===== src/rtl/spdif_rx.sv =====
// spdif_rx: S/PDIF (IEC 60958) biphase-mark receiver.
// Classifies pulse widths on the synchronized line, tracks preambles and
// subframes, and emits one 24-bit PCM word per subframe.
// Optional build macro: SPDIF_RX_CHSTAT_EN adds channel-status capture.
// Output protocol: pcm_valid is a 1-cycle strobe with no back-pressure;
// pcm_out, pcm_right, block_start and parity_error are meaningful only
// while it is high. chstat_valid is a 1-cycle strobe coincident with the
// pcm_valid that completes a channel-status block.
module spdif_rx #(
  parameter int CLK_FREQ    = 25175000,
  parameter int SAMPLE_FREQ = 44100,
  parameter int LOCK_COUNT  = 4
) (
  input  logic        clk,
  input  logic        reset,
  input  logic        spdif_in,
  output logic [23:0] pcm_out,
  output logic        pcm_right,
  output logic        pcm_valid,
  output logic        block_start,
  output logic        parity_error,
  output logic        locked,
  output logic [31:0] chstat,
  output logic        chstat_valid,
  output logic [1:0]  dbg_state
);
  // Thresholds use the fractional half-cell length so rounding happens once.
  localparam longint DEN2 = longint'(SAMPLE_FREQ) * 256;
  localparam logic [6:0] TH_G = 7'((longint'(CLK_FREQ) * 1) / DEN2);
  localparam logic [6:0] TH_1 = 7'((longint'(CLK_FREQ) * 3) / DEN2);
  localparam logic [6:0] TH_2 = 7'((longint'(CLK_FREQ) * 5) / DEN2);
  localparam logic [6:0] TH_3 = 7'((longint'(CLK_FREQ) * 7) / DEN2);
  localparam int GW = $clog2(LOCK_COUNT + 1);
  localparam logic [GW-1:0] LOCK_N = GW'(LOCK_COUNT);

  typedef enum logic [1:0] {S_HUNT = 2'd0, S_PRE = 2'd1, S_DATA = 2'd2} state_t;
  typedef enum logic [2:0] {P_NONE = 3'd0, P_1T = 3'd1, P_2T = 3'd2, P_3T = 3'd3,
                            P_GLITCH = 3'd4, P_TMO = 3'd5} pulse_t;
  typedef enum logic [1:0] {PT_B = 2'd1, PT_M = 2'd2, PT_W = 2'd3} ptype_t;
  localparam logic [1:0] PV_NONE = 2'd0, PV_L = 2'd1, PV_R = 2'd2;

  state_t      state_q, state_d;
  logic        s1_q, s1_d, s2_q, s2_d, s3_q, s3_d;
  logic [5:0]  cnt_q, cnt_d;
  logic [1:0]  pre_idx_q, pre_idx_d;
  logic [3:0]  pre_pat_q, pre_pat_d;
  logic        half_q, half_d;
  logic [4:0]  bit_cnt_q, bit_cnt_d;
  logic [27:0] data_q, data_d;
  ptype_t      ptype_q, ptype_d;
  logic [1:0]  prev_q, prev_d;
  logic [GW-1:0] good_q, good_d;
  logic [23:0] pcm_out_q, pcm_out_d;
  logic        pcm_right_q, pcm_right_d, pcm_valid_q, pcm_valid_d;
  logic        block_start_q, block_start_d, parity_error_q, parity_error_d;
  logic        locked_q, locked_d;

  logic        edge_s, err, sf_done, bit_ok, bit_val, par_bad, seq_err;
  logic [6:0]  elapsed;
  logic [5:0]  pre_full;
  logic [GW-1:0] good_inc;
  pulse_t      pc;

  // Synchronizer, edge detector and saturating width counter.
  always_comb begin
    s1_d    = spdif_in;
    s2_d    = s1_q;
    s3_d    = s2_q;
    edge_s  = s2_q ^ s3_q;
    elapsed = {1'b0, cnt_q} + 7'd1;
    if (edge_s)              cnt_d = 6'd0;
    else if (cnt_q == 6'h3f) cnt_d = cnt_q;
    else                     cnt_d = cnt_q + 6'd1;
  end

  // Pulse-width classification; timeout fires even without an edge.
  always_comb begin
    pc = P_NONE;
    if (elapsed > TH_3) pc = P_TMO;
    else if (edge_s) begin
      if (elapsed < TH_G)       pc = P_GLITCH;
      else if (elapsed <= TH_1) pc = P_1T;
      else if (elapsed <= TH_2) pc = P_2T;
      else                      pc = P_3T;
    end
  end

  // State register and all datapath flops.
  always_ff @(posedge clk) begin
    if (reset) begin
      state_q <= S_HUNT; s1_q <= 1'b0; s2_q <= 1'b0; s3_q <= 1'b0; cnt_q <= '0;
      pre_idx_q <= '0; pre_pat_q <= '0; half_q <= 1'b0; bit_cnt_q <= '0;
      data_q <= '0; ptype_q <= PT_B; prev_q <= PV_NONE; good_q <= '0;
      pcm_out_q <= '0; pcm_right_q <= 1'b0; pcm_valid_q <= 1'b0;
      block_start_q <= 1'b0; parity_error_q <= 1'b0; locked_q <= 1'b0;
    end else begin
      state_q <= state_d; s1_q <= s1_d; s2_q <= s2_d; s3_q <= s3_d; cnt_q <= cnt_d;
      pre_idx_q <= pre_idx_d; pre_pat_q <= pre_pat_d; half_q <= half_d;
      bit_cnt_q <= bit_cnt_d; data_q <= data_d; ptype_q <= ptype_d;
      prev_q <= prev_d; good_q <= good_d;
      pcm_out_q <= pcm_out_d; pcm_right_q <= pcm_right_d; pcm_valid_q <= pcm_valid_d;
      block_start_q <= block_start_d; parity_error_q <= parity_error_d;
      locked_q <= locked_d;
    end
  end

  // Next-state: preamble matching and biphase-mark bit decoding.
  always_comb begin
    state_d = state_q; pre_idx_d = pre_idx_q; pre_pat_d = pre_pat_q;
    half_d = half_q; bit_cnt_d = bit_cnt_q; data_d = data_q; ptype_d = ptype_q;
    err = (pc == P_GLITCH) || (pc == P_TMO);
    sf_done = 1'b0; bit_ok = 1'b0; bit_val = 1'b0;
    pre_full = {pre_pat_q, pc[1:0]};
    if (!err && pc != P_NONE) begin
      case (state_q)
        S_HUNT: if (pc == P_3T) begin state_d = S_PRE; pre_idx_d = 2'd1; end
        S_PRE: begin
          if (pre_idx_q == 2'd0) begin
            if (pc == P_3T) pre_idx_d = 2'd1;
            else err = 1'b1;
          end else if (pre_idx_q == 2'd3) begin
            state_d = S_DATA; half_d = 1'b0; bit_cnt_d = 5'd0;
            case (pre_full)
              6'b01_01_11: ptype_d = PT_B;
              6'b11_01_01: ptype_d = PT_M;
              6'b10_01_10: ptype_d = PT_W;
              default:     err = 1'b1;
            endcase
          end else begin
            pre_pat_d = {pre_pat_q[1:0], pc[1:0]};
            pre_idx_d = pre_idx_q + 2'd1;
          end
        end
        S_DATA: begin
          if (pc == P_1T) begin
            if (!half_q) half_d = 1'b1;
            else begin half_d = 1'b0; bit_ok = 1'b1; bit_val = 1'b1; end
          end else if (pc == P_2T && !half_q) bit_ok = 1'b1;
          else err = 1'b1;
          if (bit_ok) begin
            data_d    = {bit_val, data_q[27:1]};
            bit_cnt_d = bit_cnt_q + 5'd1;
            if (bit_cnt_q == 5'd27) begin
              sf_done = 1'b1; state_d = S_PRE; pre_idx_d = 2'd0; bit_cnt_d = 5'd0;
            end
          end
        end
        default: err = 1'b1;
      endcase
    end
    if (err) begin
      state_d = S_HUNT; pre_idx_d = 2'd0; half_d = 1'b0; bit_cnt_d = 5'd0;
    end
  end

  // Outputs: strobe, parity, preamble ordering and lock tracking.
  always_comb begin
    pcm_out_d = pcm_out_q; pcm_right_d = pcm_right_q; pcm_valid_d = 1'b0;
    block_start_d = block_start_q; parity_error_d = parity_error_q;
    locked_d = locked_q; good_d = good_q; prev_d = prev_q;
    par_bad = ^data_d;
    seq_err = ((prev_q == PV_L) && (ptype_q != PT_W)) ||
              ((prev_q == PV_R) && (ptype_q == PT_W));
    good_inc = (good_q == LOCK_N) ? good_q : good_q + GW'(1);
    if (sf_done) begin
      pcm_valid_d    = 1'b1;
      pcm_out_d      = data_d[23:0];
      pcm_right_d    = (ptype_q == PT_W);
      block_start_d  = (ptype_q == PT_B);
      parity_error_d = par_bad;
      prev_d         = (ptype_q == PT_W) ? PV_R : PV_L;
      if (seq_err) begin
        locked_d = 1'b0;
        good_d   = par_bad ? GW'(0) : GW'(1);
      end else if (!par_bad) begin
        good_d = good_inc;
        if (good_inc == LOCK_N) locked_d = 1'b1;
      end
    end else if (err) begin
      locked_d = 1'b0; good_d = '0; prev_d = PV_NONE;
    end
  end

`ifdef SPDIF_RX_CHSTAT_EN
  logic [4:0]  fcnt_q, fcnt_d;
  logic        blk_q, blk_d, chstat_valid_q, chstat_valid_d;
  logic [31:0] csh_q, csh_d, chstat_q, chstat_d;

  // Channel-status flops.
  always_ff @(posedge clk) begin
    if (reset) begin
      fcnt_q <= '0; blk_q <= 1'b0; csh_q <= '0; chstat_q <= '0; chstat_valid_q <= 1'b0;
    end else begin
      fcnt_q <= fcnt_d; blk_q <= blk_d; csh_q <= csh_d;
      chstat_q <= chstat_d; chstat_valid_q <= chstat_valid_d;
    end
  end

  // Collect the C bit of each left subframe; frame 0 starts at a B preamble.
  always_comb begin
    fcnt_d = fcnt_q; blk_d = blk_q; csh_d = csh_q;
    chstat_d = chstat_q; chstat_valid_d = 1'b0;
    if (sf_done && ptype_q != PT_W) begin
      csh_d = {data_d[26], csh_q[31:1]};
      if (ptype_q == PT_B) begin
        fcnt_d = 5'd1; blk_d = 1'b1;
      end else begin
        fcnt_d = fcnt_q + 5'd1;
        if (blk_q && fcnt_q == 5'd31 && !seq_err && !par_bad) begin
          chstat_d = csh_d; chstat_valid_d = 1'b1; blk_d = 1'b0;
        end
      end
    end
    if ((sf_done && (seq_err || par_bad)) || err) blk_d = 1'b0;
  end

  assign chstat       = chstat_q;
  assign chstat_valid = chstat_valid_q;
`else
  assign chstat       = 32'd0;
  assign chstat_valid = 1'b0;
`endif

  assign pcm_out      = pcm_out_q;
  assign pcm_right    = pcm_right_q;
  assign pcm_valid    = pcm_valid_q;
  assign block_start  = block_start_q;
  assign parity_error = parity_error_q;
  assign locked       = locked_q;
  assign dbg_state    = state_q;
endmodule

===== config.mk =====
export PLATFORM = sky130hd
export DESIGN_NAME = spdif_rx
export DESIGN_NICKNAME = d
export VERILOG_FILES = /design/src/rtl/spdif_rx.sv
export SDC_FILE = /design/constraint.sdc
export NUM_CORES = 1
export LEC_CHECK = 0
export ABC_CLOCK_PERIOD_IN_PS = 4540
export CORE_UTILIZATION = 33
export DETAILED_ROUTE_END_ITERATION = 12
export PLACE_DENSITY = 0.59
export SLEW_MARGIN = 40
export SYNTH_ARGS = -nofsm -noshare
export SYNTH_HDL_FRONTEND = slang
export SYNTH_SLANG_ARGS = --single-unit

===== constraint.sdc =====
create_clock -name clk -period 4.54 [get_ports clk]
set_clock_uncertainty 0.1 [all_clocks]
set_input_delay 1.362 -clock clk [delete_from_list [all_inputs] [get_ports clk]]
set_output_delay 1.362 -clock clk [all_outputs]
set_load 0.02 [all_outputs]

Word-level counts from Yosys, hierarchy flattened
Index checks and enable logic that the tools add are counted.
{ "op_classes": {"add_sub_neg": 5, "multipliers": 0, "n_div": 0, "magnitude_cmp": 4, "eq_ne": 29, "shifts": 0, "mux": 64, "bitwise": 3, "reduce_logical": 27} }
{ "op_table": {"columns": ["operator", "count"], "rows": [
  ["28-bit two-way mux", 3],
  ["1-bit two-way mux", 29],
  ["2-bit two-way mux", 14],
  ["28-bit XOR reduction", 1],
  ["3-bit two-way mux", 8],
  ["5-bit two-way mux", 4],
  ["5-bit AND reduction", 4],
  ["6-bit == test, second input constant", 3],
  ["2-bit one-hot mux with 3 select lines", 3],
  ["2-bit inequality test, second input constant", 7],
  ["3-bit == test, second input constant", 4],
  ["5-bit one-hot mux with 2 select lines", 1],
  ["3-bit nonzero test", 3],
  ["2-bit == test, second input constant", 4],
  ["6-bit by 1-bit adder with 7-bit output, second input constant", 1],
  ["7-bit by 4-bit > comparator with 1-bit output, second input constant", 1],
  ["7-bit by 3-bit <= comparator with 1-bit output, second input constant", 1],
  ["7-bit by 4-bit <= comparator with 1-bit output, second input constant", 1],
  ["7-bit by 2-bit less-than comparator with 1-bit output, second input constant", 1],
  ["7-bit AND reduction", 1],
  ["6-bit by 1-bit adder with 6-bit output, second input constant", 1],
  ["2-bit by 1-bit == test with 1-bit output, second input constant", 3],
  ["3-bit by 2-bit == test with 1-bit output, second input constant", 2],
  ["6-bit by 5-bit == test with 1-bit output, second input constant", 1],
  ["22 further kinds", 31]
]} }
{ "word_totals": {"reg_bits": 87, "latchBits": 0, "ram_bits": 0, "romBits": 0, "mem_count": 0} }

Logic depth before layout (Yosys ltp)
Gate-level depths: netlist of run 1.
{ "logic_depth": {"ltp_word": 20, "ltp_mapped": 13, "ltp_nobuf": 11} }

Worst setup path after synthesis of run 1
Ideal clock, no wire load.
{ "synth_timing": {"kind": "register to register", "from": "reg cnt_q[1]", "to": "reg good_q[1]", "arrival_time_ns": 2.988, "required_ns": 4.366, "path_slack_ns": 1.378, "stages_incl_launch_ff": 12, "path_cell_list": "dfxtp_1 ha_1 buf_2 xor2_1 mux2_2 o311ai_2 a22oi_2 nor3b_4 mux2i_1 xnor2_2 or3_1 a31oi_1"} }
{ "synth_via": {"elab_chain_cells": 19, "elab_cells_between_ends": 48} }
{ "synth_rtl": {"columns": ["element", "line_no", "source"], "rows": [
  ["from (decl)", "44", "logic [5:0] cnt_q, cnt_d;"],
  ["from (signal assigned)", "91", "state_q <= S_HUNT; s1_q <= 1'b0; s2_q <= 1'b0; s3_q <= 1'b0; cnt_q <= '0;"],
  ["from (signal assigned)", "97", "state_q <= state_d; s1_q <= s1_d; s2_q <= s2_d; s3_q <= s3_d; cnt_q <= cnt_d;"],
  ["6-bit by 1-bit adder with 7-bit output *", "70", "elapsed = {1'b0, cnt_q} + 7'd1;"],
  ["7-bit by 4-bit <= comparator with 1-bit output", "83", "else if (elapsed <= TH_2) pc = P_2T;"],
  ["1-bit two-way mux", "83", null],
  ["2-bit two-way mux", "82", "else if (elapsed <= TH_1) pc = P_1T;"],
  ["3-bit two-way mux", "81", "if (elapsed < TH_G) pc = P_GLITCH;"],
  ["3-bit two-way mux", "80", "else if (edge_s) begin"],
  ["3-bit two-way mux *", "79", "if (elapsed > TH_3) pc = P_TMO;"],
  ["3-bit by 2-bit == test with 1-bit output", "138", "end else if (pc == P_2T && !half_q) bit_ok = 1'b1;"],
  ["[... 3 more ...]", null, null],
  ["1-bit two-way mux", "115", "case (state_q)"],
  ["1-bit two-way mux", "114", "if (!err && pc != P_NONE) begin"],
  ["28-bit two-way mux", "140", "if (bit_ok) begin"],
  ["28-bit two-way mux", "115", null],
  ["28-bit two-way mux", "114", null],
  ["28-bit XOR reduction", "161", "par_bad = ^data_d;"],
  ["3-bit by 2-bit inequality test with 1-bit output (no line)", null, null],
  ["2-bit AND reduction (no line)", null, null],
  ["to (signal assigned)", "100", "prev_q <= prev_d; good_q <= good_d;"],
  ["to (decl)", "52", "logic [GW-1:0] good_q, good_d;"]
]} }
Every way passes the cells marked *; elsewhere a longest branch is shown, timed or not. The select of a mux whose other input is x is not followed.
A chain may end at the register's enable or synchronous reset.

Worst setup path in the final report of run 1
{ "layout_timing": {"from": "reg cnt_q[0]", "to": "reg good_q[0]"} }
{ "layout_via": {"elab_chain_cells": 20, "elab_cells_between_ends": 50} }
{ "layout_rtl": {"columns": ["element", "line_no", "source"], "rows": [
  ["6-bit by 1-bit adder with 7-bit output *", "70", null],
  ["7-bit by 4-bit <= comparator with 1-bit output", "83", null],
  ["1-bit two-way mux", "83", null],
  ["2-bit two-way mux", "82", null],
  ["3-bit two-way mux", "81", null],
  ["3-bit two-way mux", "80", null],
  ["3-bit two-way mux *", "79", null],
  ["3-bit by 2-bit == test with 1-bit output", "138", null],
  ["[... 4 more ...]", null, null],
  ["1-bit two-way mux", "114", null],
  ["28-bit two-way mux", "140", null],
  ["28-bit two-way mux", "115", null],
  ["28-bit two-way mux", "114", null],
  ["28-bit XOR reduction", "161", null],
  ["1-bit two-way mux", "174", "good_d = par_bad ? GW'(0) : GW'(1);"],
  ["3-bit two-way mux", "172", "if (seq_err) begin"],
  ["3-bit two-way mux", "165", "if (sf_done) begin"]
]} }
Marks and branches as above.

==> out/metrics.csv, run 1 <==
stage;metric;value;unit
timing;finalHoldViolCount;0;
place;port_buffers;33;
worst_setup_path;cp-start-kind;register;
synthesis;ys_warn_count;0;
floorplan;die_w;118;um
power_and_ir_drop;p_comb_share;5.8;%
worst_setup_path;cpMostUsedCell;buf_4;
synthesis;synth-edff-count;0;
finish;drive_gt1_share;5.99;%
worst_setup_path;crit_slowest_cell;dfxtp_1;
drt;vias;3497;
synthesis;ys_seq_area_share;39.1;%
timing;setup_violations;0;
global_routing;grt_pass1_vias;3260;
cts;cts-root-buf;clkbuf_16;
floorplan;die_h;118;um
synthesis;syn_area_per_cell;8.54;sq um
power_and_ir_drop;p_per_area;313;mW/mm^2
synthesis;ys_ff_latch;87;
timing;whs;0.341;ns
worst_setup_path;worstSetupPathType;register to register;
cts;clk_pin_slew;0.07;ns
synthesis;synthTopCellsByArea;dfxtp_1, mux2i_1, nand2_1;
floorplan;num_rows;42;
timing;slew_violations;0;
worst_setup_path;path_max_fanout;15;
timing;post-route-period-util;87.9;%
cts;cts_sinks;87;
flow_run;maxCapViolations;0;
worst_setup_path;cp-end-kind;register;
status;status;finished clean;
finish;finalInstanceArea;0.00511;sq mm
place;dpl_cell_area;0.00481;sq mm
synthesis;synthArstFlopShare;0;%
power_and_ir_drop;p_leak;1.80;nW
timing;max_freq;251;MHz
synthesis;synth_area_leader_cell;dfxtp_1;
timing;rsz0062_at_grt;no;
cts;hold_buffers;0;
global_routing;grt_antenna_before_repair;0;
worst_setup_path;crit_path_max_incr_delay;0.54;ns
synthesis;synth.most_common_cell;dfxtp_1;
global_routing;grt_first_pass_wirelength;15100;um
synthesis;synth_commonest_cells;dfxtp_1, nand2_1, nor2_1;
worst_hold_path;hold_path.class;register to register;
power_and_ir_drop;peakVddDrop;0.198;mV
timing;setup_slack;0.549;ns
worst_setup_path;crit_buf_inv;2;
finish;finalNetCount;561;
cts;cts.repair.resized;0;
global_routing;grt-ovfl-total;0;
drt;drt-initial-drc-count;132;
global_routing;met1_usage;16.9;%
finish;n_antenna_cell;0;
drt;wl_per_cell;12.3;um
worst_setup_path;cp_data_required_time;4.67;ns
global_routing;grtUsageMet3;3.23;%
worst_setup_path;arrival;4.12;ns
synthesis;synth_top_area_share;39.1;%
cts;numCtsBuffers;9;
global_routing;busiest_layer;met2;
cts;insertion_delay;0.34;ns
global_routing;grt_max_degree;70;
place;hpwl;6300;um
place;gp_congestion;0.807;
synthesis;syn_inst;522;
power_and_ir_drop;seqPwrFrac;48.2;%
drt;drc_errors;0;
synthesis;syn_area;0.00446;sq mm
floorplan;fp.dieArea;0.0140;sq mm
timing;tns;0;ns
synthesis;yosys_most_used_dff;dfxtp_1;
global_routing;gr-usage-all-layers;13.1;%
global_routing;grtUsageMet2;21.3;%
timing;worst_pin_slew;0.716;ns
floorplan;core;0.0132;sq mm
drt;drtAntennaViolNets;0;
timing;slew_headroom;52.2;%
power_and_ir_drop;sw_frac_of_total;24.0;%
worst_setup_path;cp_cell_sequence;ha_1 -> nand3_1 -> o31ai_2 -> nand2_1 -> or3_1 -> nor3b_4 -> buf_4 -> and2_1 -> buf_4 -> nor3_1 -> o21bai_1 -> a32o_1;
finish;area_delta_synth_final;14.7;%
floorplan;start_util;33.8;%
cts;cts_setup_buffers;0;
synthesis;synthDistinctLibCells;58;
power_and_ir_drop;switchingPower;0.384;mW
floorplan;ios;67;
cts;htreeDepth;3;
cts;cts_tree;built;
place;place_ws;0.599;ns
worst_setup_path;cpLargestDelayFamily;simple AND/OR/NAND/NOR gates;
drt;vias_per_cell;4.81;
power_and_ir_drop;internal-power;1.22;mW
drt;routed_wl;8920;um
timing;finalCriticalPeriod;3.99;ns
drt;drtPass1Iterations;4;
power_and_ir_drop;pwr-share-clk;46.0;%
cts;cts_buffer_depth;2;
finish;post-route-util;38.7;%
-- power by group through the flow --
stage | combinational, mW | sequential [mW] | clock [mW]
2_1_floorplan | 0.102 | 0.786 | 0
3_5_place_dp | 0.0908 | 0.789 | 0
4_1_cts | 0.0913 | 0.772 | 0.760
5_1_grt | 0.101 | 0.772 | 0.787
6_report | 0.0924 | 0.772 | 0.737
3_3_place_gp | 0.0900 | 0.789 | 0
-- metrics by stage --
stage	total power, mW	std cells
3_3_place_gp	0.879	711
6_report	1.60	727
4_1_cts	1.62	727
3_5_place_dp	0.880	711
5_1_grt	1.66	727
2_1_floorplan	0.888	554
-- worst paths after layout --
path / from / end / slack [ns] / depth (start not counted)
setup / recovery: cnt_q[0] / good_q[0] / 0.55 / 12
setup reg to reg: cnt_q[0] / good_q[0] / 0.55 / 12
hold reg to reg: s1_q / s2_q / 0.34 / 1
hold / removal: s1_q / s2_q / 0.34 / 1
-- state kept, by name, summed over array words and instances (netlist names), 2 cells and up --
name       count
cnt_q          6
data_q        28
ptype_q        2
pre_idx_q      2
pre_pat_q      4
prev_q         2
good_q         3
dbg_state      2
pcm_out       24
bit_cnt_q      5
-- cell type report --
type | count | area [sq um]
Fill cell | 1352 | 8080
Multi-Input combinational cell | 397 | 2440
Sequential cell | 87 | 1740
Timing Repair Buffer | 39 | 370
Clock buffer | 10 | 229
Tap cell | 176 | 220
Clock inverter | 6 | 67.6
Inverter | 12 | 45.0
-- routing by layer --
layer	part of all wire, %	vias up
met2	46	64
met4	1.5	0
met1	49	1651
met5	0	-
met3	3.3	14
li1	-	1768
-- kinds of logic (layout without fill, tap and decap cells) --
kind of cell,count (synthesis),after routing,synth area share (%)
AO/OA/AOI/OAI,95,95,13.8
XOR/XNOR,32,32,6.46
adder cells (fa/ha/maj),12,12,3.37
buffers and inverters,70,67,8.95
flip-flops,87,87,39.1
multiplexers,39,39,8.84
other,1,33,0.0841
AND/OR/NAND/NOR,186,186,19.5
-- cells in the final DEF (no fill, tap or decap), types with 10 or more instances in the layout --
cell type / count
mux2i_1: 36
nor2b_1: 11
o21ai_0: 10
dfxtp_1: 87
nor2_1: 53
conb_1: 33
clkdlybuf4s50_1: 32
inv_1: 12
a21oi_1: 50
nand2_1: 70
ha_1: 12
nor3_1: 12
xnor2_1: 26
nand3_1: 10
Power figures use the tool's default switching activity.
==> run 2, diff against run 1 <==
--- a/config.mk
+++ b/config.mk
@@ -8,6 +8,7 @@
 export ABC_CLOCK_PERIOD_IN_PS = 4540
 export CORE_UTILIZATION = 33
 export DETAILED_ROUTE_END_ITERATION = 12
+export GPL_TIMING_DRIVEN = 1
 export PLACE_DENSITY = 0.59
 export SLEW_MARGIN = 40
 export SYNTH_ARGS = -nofsm -noshare
==> results of run 2 <==
Same layout as run 1: the final DEF is identical, and so are final timing and power.
==> run 3, diff against run 2 <==
--- a/config.mk
+++ b/config.mk
@@ -5,10 +5,9 @@
 export SDC_FILE = /design/constraint.sdc
 export NUM_CORES = 1
 export LEC_CHECK = 0
-export ABC_CLOCK_PERIOD_IN_PS = 4540
 export CORE_UTILIZATION = 33
 export DETAILED_ROUTE_END_ITERATION = 12
-export GPL_TIMING_DRIVEN = 1
+export GPL_TIMING_DRIVEN = 0
 export PLACE_DENSITY = 0.59
 export SLEW_MARGIN = 40
 export SYNTH_ARGS = -nofsm -noshare
==> run 3 against run 2 <==
- total power grew 1.7%
- register-to-register slack gained 0.23 ns
- die area is the same
- sequential cell count is the same
- first-iteration DRC count grew 15%
- highest routed layer unchanged
- critical path type unchanged
- combinational power grew 31%
- sequential power is essentially flat
- worst hold slack lost 0.00051 ns
- count of clock-buffer cells in the layout shrank 1
- maximum frequency grew 6.0%
==> out/metrics.csv, run 3 (synthesis results as in run 1) <==
stage;metric;value;unit
timing;rsz0062_at_grt;no;
floorplan;fp.dieArea;0.0140;sq mm
cts;hold_buffers;0;
worst_setup_path;cp-end-kind;register;
drt;drtAntennaViolNets;0;
power_and_ir_drop;total_power;1.63;mW
place;port_buffers;32;
worst_setup_path;reg2reg_depth;11;
floorplan;start_util;33.8;%
place;gp_congestion;0.798;
timing;worst_pin_slew;0.604;ns
finish;finalInstanceArea;0.00542;sq mm
drt;vias;3601;
timing;post-route-period-util;83.0;%
cts;cts_buffer_depth;2;
worst_setup_path;cp_data_required_time;4.66;ns
finish;fillCellCount;1320;
cts;cts.repair.resized;0;
cts;insertion_delay;0.35;ns
power_and_ir_drop;p_per_area;300;mW/mm^2
global_routing;grt_first_pass_wirelength;15700;um
timing;finalCriticalPeriod;3.77;ns
timing;slew_headroom;59.4;%
timing;slew_violations;0;
cts;numCtsBuffers;9;
global_routing;grt_max_degree;19;
finish;area_delta_synth_final;21.7;%
worst_setup_path;path_max_fanout;10;
power_and_ir_drop;peakVddDrop;0.142;mV
worst_setup_path;endpoint;data_q[21];
finish;finalNetCount;612;
worst_setup_path;worstSetupPathType;register to register;
worst_setup_path;rr_endpoint;data_q[21];
finish;regMostFlops;data_q;
power_and_ir_drop;internal-power;1.20;mW
worst_setup_path;cpMostUsedCell;buf_2;
flow_run;maxCapViolations;0;
drt;wl_per_cell;12.0;um
timing;finalHoldViolCount;0;
floorplan;num_rows;42;
drt;drtPass1Iterations;6;
floorplan;ios;67;
finish;drive_gt1_share;11.8;%
power_and_ir_drop;p_comb_share;7.5;%
worst_hold_path;holdPathStages;1;
finish;layout_commonest_cell;dfxtp_1;
power_and_ir_drop;sw_frac_of_total;26.4;%
worst_hold_path;hold_path.class;register to register;
worst_setup_path;crit_path_max_incr_delay;0.50;ns
worst_setup_path;crit_slowest_cell;or3_1;
drt;drc_errors;0;
power_and_ir_drop;pwr-share-clk;45.3;%
global_routing;grt_pass1_vias;3375;
drt;routed_wl;9320;um
place;hpwl;6920;um
floorplan;die_w;118;um
timing;setup_violations;0;
worst_setup_path;crit_buf_inv;3;
drt;drt-initial-drc-count;152;
power_and_ir_drop;p_leak;2.02;nW
timing;tns;0;ns
global_routing;grt-ovfl-total;0;
worst_setup_path;cp-start-kind;register;
floorplan;die_h;118;um
status;status;finished clean;
worst_setup_path;arrival;3.89;ns
cts;clk_pin_slew;0.07;ns
global_routing;grt_antenna_before_repair;0;
cts;cts-root-buf;clkbuf_16;
power_and_ir_drop;seqPwrFrac;47.3;%
power_and_ir_drop;switchingPower;0.430;mW
place;dpl_cell_area;0.00512;sq mm
cts;cts_sinks;87;
timing;max_freq;266;MHz
drt;vias_per_cell;4.63;
cts;cts_tree;built;
finish;largest_register_ffs;28;
worst_setup_path;reg2reg_slack;0.77;ns
worst_setup_path;r2r_start;cnt_q[1];
finish;n_antenna_cell;0;
worst_setup_path;cp-startpoint;cnt_q[1];
worst_setup_path;cp_cell_sequence;ha_1 -> buf_2 -> nand3_1 -> o31ai_2 -> nand2_1 -> or3_1 -> nor3b_4 -> buf_2 -> buf_2 -> mux2i_1 -> nor2_1;
cts;htreeDepth;3;
worst_setup_path;cpLargestDelayFamily;simple AND/OR/NAND/NOR gates;
worst_setup_path;cp.depth;11;
cts;cts_setup_buffers;0;
finish;final_cell_mix;dfxtp_1, nand2_1, nor2_1, a21oi_1, mux2i_1;
global_routing;gr-usage-all-layers;13.8;%
floorplan;core;0.0132;sq mm
## run 3: cell count changes in the layout (fill, tap and decap cells not counted), sizes merged
| cell | delta |
|---|---|
| bufinv | -1 |
| clkinvlp | -1 |
| clkinv | +1 |
| buf | +37 |
| clkbuf | +13 |
| inv | +2 |
## run 3: worst reg2reg max path, delay by kind of cell (launching register included)
family                   cells  cell delay, ns
AND/OR/NAND/NOR              5            1.36
buffers and inverters        3            0.92
flip-flops                   1            0.46
AO/OA/AOI/OAI                1            0.38
multiplexers                 1            0.24
adder cells (fa/ha/maj)      1            0.19
## run 3: stage by stage
step | hold WS (ns) | util, % | instances | setup slack (ns)
after floorplan | 0.314 | - | 554 | 1.38
after global placement | 0.329 | 38.8 | 762 | 0.800
after detailed placement | 0.329 | 38.8 | 762 | 0.776
after CTS | 0.344 | 41.1 | 778 | 0.760
after global routing | 0.374 | 41.1 | 778 | 0.503
final | 0.340 | 41.1 | 778 | 0.774
## run 3: how the worst min path moves through the flow
stage,from,end,slack (ns)
6_report,s1_q,s2_q,0.34
5_1_grt,s1_q,s2_q,0.37
2_1_floorplan,s1_q,s2_q,0.31
3_3_place_gp,s1_q,s2_q,0.33
3_5_place_dp,s1_q,s2_q,0.33
4_1_cts,s1_q,s2_q,0.34
## run 3: metal layers
metal | GRT usage, % | vias up | share of wire, %
met1 | 17.2 | 1648 | 49
met4 | 5.05 | 0 | 1.6
met5 | 0 | - | 0
met2 | 23.1 | 68 | 46
met3 | 3.19 | 11 | 3.4
li1 | - | 1874 | -
## run 3: cell type report
type | instances | area, sq um | share of cell area (%)
plain buffers | 58 | 354 | 6.53
clock buffers | 9 | 225 | 4.15
clock inverters | 7 | 75.1 | 1.38
inverters | 12 | 45.0 | 0.830
multi-input cells | 397 | 2440 | 45.0
flip-flops and latches | 87 | 1740 | 32.1
well taps | 176 | 220 | 4.06
repair buffers | 32 | 320 | 5.91
## run 3: power groups by stage
| stage | Sequential, mW | Clock [mW] | Combinational, mW |
|---|---|---|---|
| 5_1_grt | 0.770 | 0.789 | 0.133 |
| 2_1_floorplan | 0.786 | 0 | 0.102 |
| 6_report | 0.769 | 0.737 | 0.121 |
| 3_5_place_dp | 0.787 | 0 | 0.120 |
| 4_1_cts | 0.769 | 0.756 | 0.120 |
| 3_3_place_gp | 0.787 | 0 | 0.119 |
